$ cat config.mk
export PLATFORM = sky130hd
export DESIGN_NAME = imem_loader
export DESIGN_NICKNAME = d
export VERILOG_FILES = /design/src/rtl/mips_pkg.sv /design/src/rtl/imem_loader.sv
export SDC_FILE = /design/constraint.sdc
export NUM_CORES = 1
export LEC_CHECK = 0
export CAP_MARGIN = 20
export CORE_MARGIN = 4
export CORE_UTILIZATION = 35
export DETAILED_ROUTE_END_ITERATION = 10
export GPL_ROUTABILITY_DRIVEN = 0
export GPL_TIMING_DRIVEN = 1
export HOLD_SLACK_MARGIN = 0.12
export PLACE_DENSITY = 0.54
export SYNTH_ARGS = -nofsm -noshare
export SYNTH_HDL_FRONTEND = slang
export SYNTH_SLANG_ARGS = --single-unit
$ cat constraint.sdc
create_clock -name f_clk -period 2.5 [get_ports f_clk]
set_clock_uncertainty 0.1 [all_clocks]
set_input_delay 0.375 -clock f_clk [delete_from_list [all_inputs] [get_ports f_clk]]
set_output_delay 0.375 -clock f_clk [all_outputs]
set_load 0.05 [all_outputs]
$ cat src/rtl/mips_pkg.sv
// rtl/mips_pkg.sv - shared types and constants for the instruction memory loader
// Contents:
//   loader_state_t : loader FSM states
//   HDR_BYTES      : bytes in the frame header (16-bit word count)
//   BYTES_PER_WORD : bytes assembled into one instruction word
package mips_pkg;

    localparam int HDR_BYTES      = 2;
    localparam int BYTES_PER_WORD = 4;

    typedef enum logic [2:0] {
        ST_IDLE,
        ST_HDR_HI,
        ST_HDR_LO,
        ST_DATA,
        ST_CSUM,
        ST_DONE,
        ST_ERR
    } loader_state_t;

endpackage

$ cat src/rtl/imem_loader.sv
// rtl/imem_loader.sv - byte-serial instruction memory loader with checksum and core reset release
// Ports:
//   f_clk, rst           : clock, synchronous active-low reset
//   start                : begin a load (honoured in IDLE, DONE, ERR)
//   in_valid/in_data     : framed byte stream from the host
//   in_ready             : byte accepted this cycle when in_valid is also high
//   mem_we/addr/wdata    : instruction memory write port (one-cycle strobe)
//   cpu_rst              : core reset, active-low, released only after a good load
//   done/err             : load result flags
//   words_loaded         : words written in the current or last load
module imem_loader
    import mips_pkg::*;
#(
    parameter int DEPTH = 128,
    parameter int AW    = $clog2(DEPTH)
) (
    input  logic          f_clk,
    input  logic          rst,
    input  logic          start,
    input  logic          in_valid,
    input  logic [7:0]    in_data,
    output logic          in_ready,
    output logic          mem_we,
    output logic [AW-1:0] mem_addr,
    output logic [31:0]   mem_wdata,
    output logic          cpu_rst,
    output logic          done,
    output logic          err,
    output logic [AW:0]   words_loaded
);

    localparam logic [15:0] DEPTH_W  = 16'(DEPTH);
    localparam logic [1:0]  LAST_IDX = 2'(BYTES_PER_WORD - 1);

    loader_state_t state_q, state_d;

    logic [7:0]    xor_q, xor_d;
    logic [1:0]    idx_q, idx_d;
    logic [23:0]   asm_q, asm_d;
    logic [15:0]   count_q, count_d;
    logic [AW:0]   words_d;
    logic [AW:0]   words_inc;
    logic [AW-1:0] addr_d;
    logic [31:0]   wdata_d;
    logic          we_d;
    logic [15:0]   hdr_count;
    logic          accept;

    assign accept    = in_valid && in_ready;
    assign words_inc = words_loaded + (AW+1)'(1);
    assign hdr_count = {count_q[15:8], in_data};

    always_comb begin
        state_d = state_q;
        xor_d   = xor_q;
        idx_d   = idx_q;
        asm_d   = asm_q;
        count_d = count_q;
        words_d = words_loaded;
        addr_d  = mem_addr;
        wdata_d = mem_wdata;
        we_d    = 1'b0;

        case (state_q)
            ST_IDLE, ST_DONE, ST_ERR: begin
                if (start) begin
                    state_d = ST_HDR_HI;
                    xor_d   = 8'h00;
                    idx_d   = 2'd0;
                    words_d = '0;
                end
            end
            ST_HDR_HI: begin
                if (accept) begin
                    count_d[15:8] = in_data;
                    xor_d         = xor_q ^ in_data;
                    state_d       = ST_HDR_LO;
                end
            end
            ST_HDR_LO: begin
                if (accept) begin
                    count_d[7:0] = in_data;
                    xor_d        = xor_q ^ in_data;
                    if (hdr_count > DEPTH_W)
                        state_d = ST_ERR;
                    else if (hdr_count == 16'd0)
                        state_d = ST_CSUM;
                    else
                        state_d = ST_DATA;
                end
            end
            ST_DATA: begin
                if (accept) begin
                    xor_d = xor_q ^ in_data;
                    if (idx_q == LAST_IDX) begin
                        // Word complete: the earlier three bytes sit in asm_q, MSB first.
                        we_d    = 1'b1;
                        addr_d  = words_loaded[AW-1:0];
                        wdata_d = {asm_q, in_data};
                        words_d = words_inc;
                        idx_d   = 2'd0;
                        if (16'(words_inc) == count_q)
                            state_d = ST_CSUM;
                    end else begin
                        asm_d = {asm_q[15:0], in_data};
                        idx_d = idx_q + 2'd1;
                    end
                end
            end
            ST_CSUM: begin
                if (accept)
                    state_d = (in_data == xor_q) ? ST_DONE : ST_ERR;
            end
            default: state_d = ST_IDLE;
        endcase
    end

    // Flag outputs are registered from the next state so they line up with it.
    always_ff @(posedge f_clk) begin
        if (!rst) begin
            state_q      <= ST_IDLE;
            xor_q        <= 8'h00;
            idx_q        <= 2'd0;
            asm_q        <= 24'h0;
            count_q      <= 16'h0;
            words_loaded <= '0;
            mem_addr     <= '0;
            mem_wdata    <= 32'h0;
            mem_we       <= 1'b0;
            in_ready     <= 1'b0;
            cpu_rst      <= 1'b0;
            done         <= 1'b0;
            err          <= 1'b0;
        end else begin
            state_q      <= state_d;
            xor_q        <= xor_d;
            idx_q        <= idx_d;
            asm_q        <= asm_d;
            count_q      <= count_d;
            words_loaded <= words_d;
            mem_addr     <= addr_d;
            mem_wdata    <= wdata_d;
            mem_we       <= we_d;
            in_ready     <= state_d inside {ST_HDR_HI, ST_HDR_LO, ST_DATA, ST_CSUM};
            cpu_rst      <= (state_d == ST_DONE);
            done         <= (state_d == ST_DONE);
            err          <= (state_d == ST_ERR);
        end
    end

endmodule

==> results of run 1 <==
## metal layers
layer / global-route usage, % / routed length, um / up-vias / part of all wire (%)
li1: - / - / 2009 / -
met1: 21.86 / 5751 / 1853 / 50
met2: 25.57 / 5015 / 86 / 44
met3: 3.487 / 482 / 17 / 4.2
met4: 6.872 / 235 / 0 / 2.0
met5: 0 / 0 / - / 0
## final cells by class
cell class              instances  area, um2
fillers                      1210       6390
multi-input cells             399       2126
flip-flops and latches        104       2083
repair buffers                105      996.0
clock buffers                  10      239.0
well taps                     168      210.2
clock inverters                 6      95.09
inverters                       6      22.52
## metrics by stage
step                      setup TNS [ps]  cell area [um2]  worst slack [ps]
after floorplan                        0             4395             51.57
after global placement            -55.53             5429            -55.53
after detailed placement          -99.42             5429            -99.42
after CTS                              0             5763             67.05
after global routing                   0             5772           0.05418
final                                  0             5772             110.6
## cell usage after synthesis (2+ instances only)
| cell | count |
|---|---|
| nor3b_1 | 2 |
| inv_1 | 5 |
| nor2_1 | 41 |
| a31oi_1 | 4 |
| mux2i_1 | 16 |
| nand2b_1 | 2 |
| a21o_1 | 3 |
| a21oi_1 | 82 |
| o21ai_0 | 18 |
| nor3_1 | 9 |
| dfxtp_1 | 104 |
| nor2b_1 | 2 |
| o21a_1 | 2 |
| and2_1 | 3 |
| xnor2_1 | 10 |
| nor4_2 | 3 |
| nand4_1 | 4 |
| or2_2 | 2 |
| buf_2 | 12 |
| nand3b_1 | 8 |
| a211oi_1 | 2 |
| nand3_1 | 8 |
| and3_1 | 3 |
| xor2_1 | 6 |
| or3_1 | 2 |
| buf_4 | 2 |
| nand2_1 | 142 |
| clkbuf_1 | 29 |
| ha_1 | 2 |
| nor4_1 | 2 |
## final timing paths
check	start	end	cells after the start
setup / recovery	words_loaded[1]	in_ready	8
hold / removal	mem_wdata[26]	mem_wdata[26]	2
setup reg to reg	words_loaded[1]	in_ready	8
hold reg to reg	mem_wdata[26]	mem_wdata[26]	2
## report_power, final
| group | internal (uW) | leakage, uW | total (uW) | switching, uW |
|---|---|---|---|---|
| sequential | 1670 | 0.000839 | 1690 | 17.2 |
| clock | 920 | 0.000164 | 1570 | 652 |
| combinational | 102 | 0.000955 | 241 | 139 |
| total | 2690 | 0.00196 | 3500 | 808 |
## worst min-delay path, stage by stage (launching register included)
cell	delay (ps)
dfxtp_1	310
nand2_1	50
a21oi_1	50
## cells by family (layout without fill, tap and decap cells)
family / after synthesis / after routing / share of synthesized area [%]
compound gates: 123 / 123 / 15.75
simple gates: 242 / 242 / 24.77
buf+inv: 49 / 127 / 4.698
mux: 16 / 16 / 3.645
fa+ha+maj: 2 / 2 / 0.5694
flops: 104 / 104 / 47.38
xor+xnor: 16 / 16 / 3.189
## sequential cells by signal (all words and copies together) (netlist names)
signal / flops
xor_q: 8
words_loaded: 8
state_q: 3
mem_we: 1
idx_q: 2
in_ready: 1
asm_q: 24
count_q: 16
mem_wdata: 32
err: 1
mem_addr: 7
done: 1
## timing repair
| action | 4_1_cts | 5_1_grt |
|---|---|---|
| endpoints found under the setup margin | 0 | 3 |
| endpoints found under the hold margin | 0 | 0 |
| resized for setup | 0 | 1 |
==> impl_metrics.yaml, run 1 <==
status:
  status: "completed"
floorplan:
  num_rows: 40
  ios: 64
  die_width_um: 120.1
  die_area_um2: 14410
  die_h_um: 120.1
  core-area_um2: 12160
  start_util_pct: 36.13
worst_setup_path:
  path_buf_inv: 1
  required_ps: 2690
  r2r_slack_ps: 110
  cp_top_family: "compound AO/OA/AOI/OAI gates"
  critPathArrivalTime_ps: 2580
  critPathCaptureType: "flip-flop"
  cpPeakStageDelay_ps: 520
  critPathLaunchType: "flip-flop"
  cp_slowest_cell: "or4_4"
  crit_fanout: 8
  criticalPathCategory: "reg2reg"
  cp_cell_sequence: "ha_1 -> xor2_1 -> or4_4 -> a2111oi_2 -> a21o_1 -> buf_4 -> nand2_2 -> o21ai_2"
place:
  hpwlAfterDp_um: 8074
  io_buffers: 63
  placed_cells: 782
power_and_ir_drop:
  p_per_area_nw_per_um2: 606.2
  p_leak_uw: 0.001958
  total_power_uw: 3499
  ir_drop_v: 0.0003465
clock_network:
  cts_buffers: 9
  clock_path_buffers: 2
  cts_tree: "yes"
  post_cts_buffers: 0
  htreeDepth: 3
  cts.sinks: 104
  root_buffer: "clkbuf_16"
  clk_transition_reported_paths_ps: 70
  holdBufCountCts: 0
  clk_latency_ps: 350
global_routing:
  grt_antenna_before_repair: 0
  grt_pass1_vias: 3880
  grt-ovfl-total: 0
  grt_first_pass_wirelength_um: 19090
  grt_max_degree: 33
  track_usage_pct: 16.36
timing:
  drv_slew: 0
  period_minus_slack_ps: 2389
  finalCritPeriodShare_pct: 95.58
  max_freq_ghz: 0.4185
  holdWs_ps: 354.8
  slew_headroom_pct: 54.89
  setup_violations: 0
  rsz0062_at_grt: "no"
  tightest_slew_ps: 675.1
  hold_violations: 0
synthesis:
  synth_top_cell_by_area: "dfxtp_1"
  syn_area_per_cell_um2: 7.961
  ys.flop_type: "dfxtp_1"
  synth_cell_types: 52
  syn_area_um2: 4394
  synthArstFlopShare_pct: 0
  ys_seq_elements: 104
  syn_inst: 552
  syn-num-nets: 566
  yosys-top-cells-area: "dfxtp_1 (47%), nand2_1 (12%), a21oi_1 (9.3%)"
  synth_top_area_share_pct: 47.38
  yosysWarnings: 0
  synth-seq-area-share_pct: 47.38
  synth_edf_count: 0
finish:
  final_cell_mix: "nand2_1 (142), dfxtp_1 (103), a21oi_1 (82)"
  antenna_cells: 0
  area_growth_pct: 31.35
  final_core_util_pct: 47.46
  nets: 639
  stdcell_count: 798
  final_common_cell: "nand2_1"
  drive_gt1_share_pct: 12.22
run:
  drv_cap: 0
routing:
  via_per_inst: 4.969
  wl_per_cell_um: 14.39
  wl_um: 11480
  dr_total_vias: 3965
  drt-initial-drc-count: 228
  dr.pass1.iters: 5
  antenna_left: 0
  drcViolationCount: 0
min_path:
  holdCritPathClass: "reg2reg"
(Power assumes the default switching activity.)
==> run 2: changes to the inputs <==
--- a/config.mk
+++ b/config.mk
@@ -7,12 +7,12 @@
 export LEC_CHECK = 0
 export CAP_MARGIN = 20
 export CORE_MARGIN = 4
-export CORE_UTILIZATION = 35
+export CORE_UTILIZATION = 49
 export DETAILED_ROUTE_END_ITERATION = 10
 export GPL_ROUTABILITY_DRIVEN = 0
 export GPL_TIMING_DRIVEN = 1
 export HOLD_SLACK_MARGIN = 0.12
-export PLACE_DENSITY = 0.54
+export PLACE_DENSITY = 0.72
 export SYNTH_ARGS = -nofsm -noshare
 export SYNTH_HDL_FRONTEND = slang
 export SYNTH_SLANG_ARGS = --single-unit
==> impl_metrics.yaml, run 2 (synthesis gave the netlist of run 1 again) <==
floorplan:
  start_util_pct: 50.39
  die_h_um: 102.7
  core-area_um2: 8721
  die_area_um2: 10550
  die_width_um: 102.7
  num_rows: 34
  ios: 64
clock_network:
  post_cts_buffers: 0
  clk_latency_ps: 370
  cts_tree: "yes"
  cts.sinks: 104
  clk_transition_reported_paths_ps: 100
  holdBufCountCts: 0
  clock_path_buffers: 2
  root_buffer: "clkbuf_8"
  htreeDepth: 3
  cts_buffers: 9
worst_setup_path:
  critPathArrivalTime_ps: 2590
  cp_top_family: "compound AO/OA/AOI/OAI gates"
  critPathCaptureType: "flip-flop"
  crit_fanout: 8
  criticalPathCategory: "reg2reg"
  required_ps: 2710
  path_buf_inv: 1
  critPathLaunchType: "flip-flop"
  cp_slowest_cell: "or4_4"
  cpPeakStageDelay_ps: 520
  cp_cell_sequence: "ha_2 -> xor2_1 -> or4_4 -> a2111oi_2 -> a21o_1 -> buf_4 -> nand2_2 -> o21ai_2"
global_routing:
  grt_antenna_before_repair: 0
  grt-ovfl-total: 0
  grt_first_pass_wirelength_um: 17530
  grt_max_degree: 68
  track_usage_pct: 20.88
  grt_pass1_vias: 3642
power_and_ir_drop:
  total_power_uw: 2894
  p_clk_share_pct: 33.9
  swShare_pct: 25.95
  p_leak_uw: 0.001821
  ir_drop_v: 0.0003449
  power.net_switching_uw: 751.1
  power.internal_uw: 2143
  seqPwrFrac_pct: 58.2
  p_per_area_nw_per_um2: 532.8
  comb_power_share_pct: 7.9
finish:
  nets: 630
  multi_input_area_um2: 2120
  regMostFlops: "mem_wdata"
  final_area_um2: 5433
  n_fill_cell: 772
  seqCellArea_um2: 2083
  drive_gt1_share_pct: 10.95
  final_cell_mix: "nand2_1 (142), dfxtp_1 (103), a21oi_1 (82)"
  area_growth_pct: 23.63
  largest_register_ffs: 32
  reg_top3: "mem_wdata x32, asm_q x24, count_q x16"
  final_common_cell: "nand2_1"
place:
  hpwlAfterDp_um: 7302
  placedInstanceArea_um2: 5249
  io_buffers: 63
status:
  status: "completed"
routing:
  dr.pass1.iters: 5
  drt-initial-drc-count: 183
  dr_total_vias: 3934
  via_per_inst: 5.389
  wl_um: 10450
  antenna_left: 0
  wl_per_cell_um: 14.31
  drcViolationCount: 0
timing:
  drv_slew: 0
  rsz0062_at_grt: "no"
  finalSetupTns_ps: 0
  period_minus_slack_ps: 2384
  max_freq_ghz: 0.4194
  hold_violations: 0
  setup_violations: 0
  slew_headroom_pct: 53.65
  finalCritPeriodShare_pct: 95.36
  holdWs_ps: 359.7
  tightest_slew_ps: 693.8
run:
  drv_cap: 0
min_path:
  holdCritPathClass: "reg2reg"
## run 2: cell types whose count changed in the layout (fill, tap and decap cells not counted), sizes merged
| cell | change |
|---|---|
| clkinv | +3 |
| inv | -1 |
| buf | -9 |
| bufinv | -2 |
| diode | +1 |
## run 2: layout make-up
type	instances	area share, %
Antenna cell	1	0.04606
Clock inverter	6	0.9443
Multi-Input combinational cell	399	39.01
Timing Repair Buffer	96	16.40
Tap cell	108	2.487
Clock buffer	10	2.349
Sequential cell	104	38.35
Inverter	6	0.4146
## run 2: path summary, 6_finish.rpt
path	startpoint	endpoint	slack, ps	cells after the start
setup / recovery	words_loaded[1]	in_ready	120	8
hold / removal	mem_wdata[17]	mem_wdata[17]	360	2
setup reg to reg	words_loaded[1]	in_ready	120	8
hold reg to reg	mem_wdata[17]	mem_wdata[17]	360	2
## run 2: worst register-to-register path, cell delays in order (launching register included)
cell and delay, ps:
dfxtp_2 430, ha_2 330, xor2_1 150, or4_4 520, a2111oi_2 310, a21o_1 200, buf_4 110, nand2_2 70
o21ai_2 110
## run 2: per-layer routing
layer	vias up	GRT usage (%)	wire length (um)
met5	-	0	0
met1	1830	28.68	4799
met4	0	5.550	148
met3	14	5.548	686
li1	1984	-	-
met2	106	32.67	4811
## run 2: timing repair
| action | CTS | global route |
|---|---|---|
| gates resized for setup | 0 | 1 |
| hold endpoints to repair | 0 | 0 |
| setup endpoints to repair | 0 | 3 |
## run 2: power by group through the flow
stage                     combinational [uW]  clock, uW  sequential [uW]
final                                    229        981             1680
after global routing                     252       1080             1690
after CTS                                229       1010             1680
after detailed placement                 228          0             1720
after global placement                   224          0             1720
after floorplan                          140          0             1720
## run 2: per-stage QoR
stage	setup WS, ps	std cells	util (%)
after global placement	-28.60	713	60.19
final	115.9	730	62.30
after global routing	8.539	729	62.27
after CTS	124.3	729	62.24
after floorplan	51.57	552	-
after detailed placement	-92.81	713	60.19
==> run 3: changes to the inputs <==
--- a/config.mk
+++ b/config.mk
@@ -5,6 +5,7 @@
 export SDC_FILE = /design/constraint.sdc
 export NUM_CORES = 1
 export LEC_CHECK = 0
+export ABC_CLOCK_PERIOD_IN_PS = 2500
 export CAP_MARGIN = 20
 export CORE_MARGIN = 4
 export CORE_UTILIZATION = 49
==> results of run 3 <==
The final DEF is identical to that of run 2; final timing and power are the same.
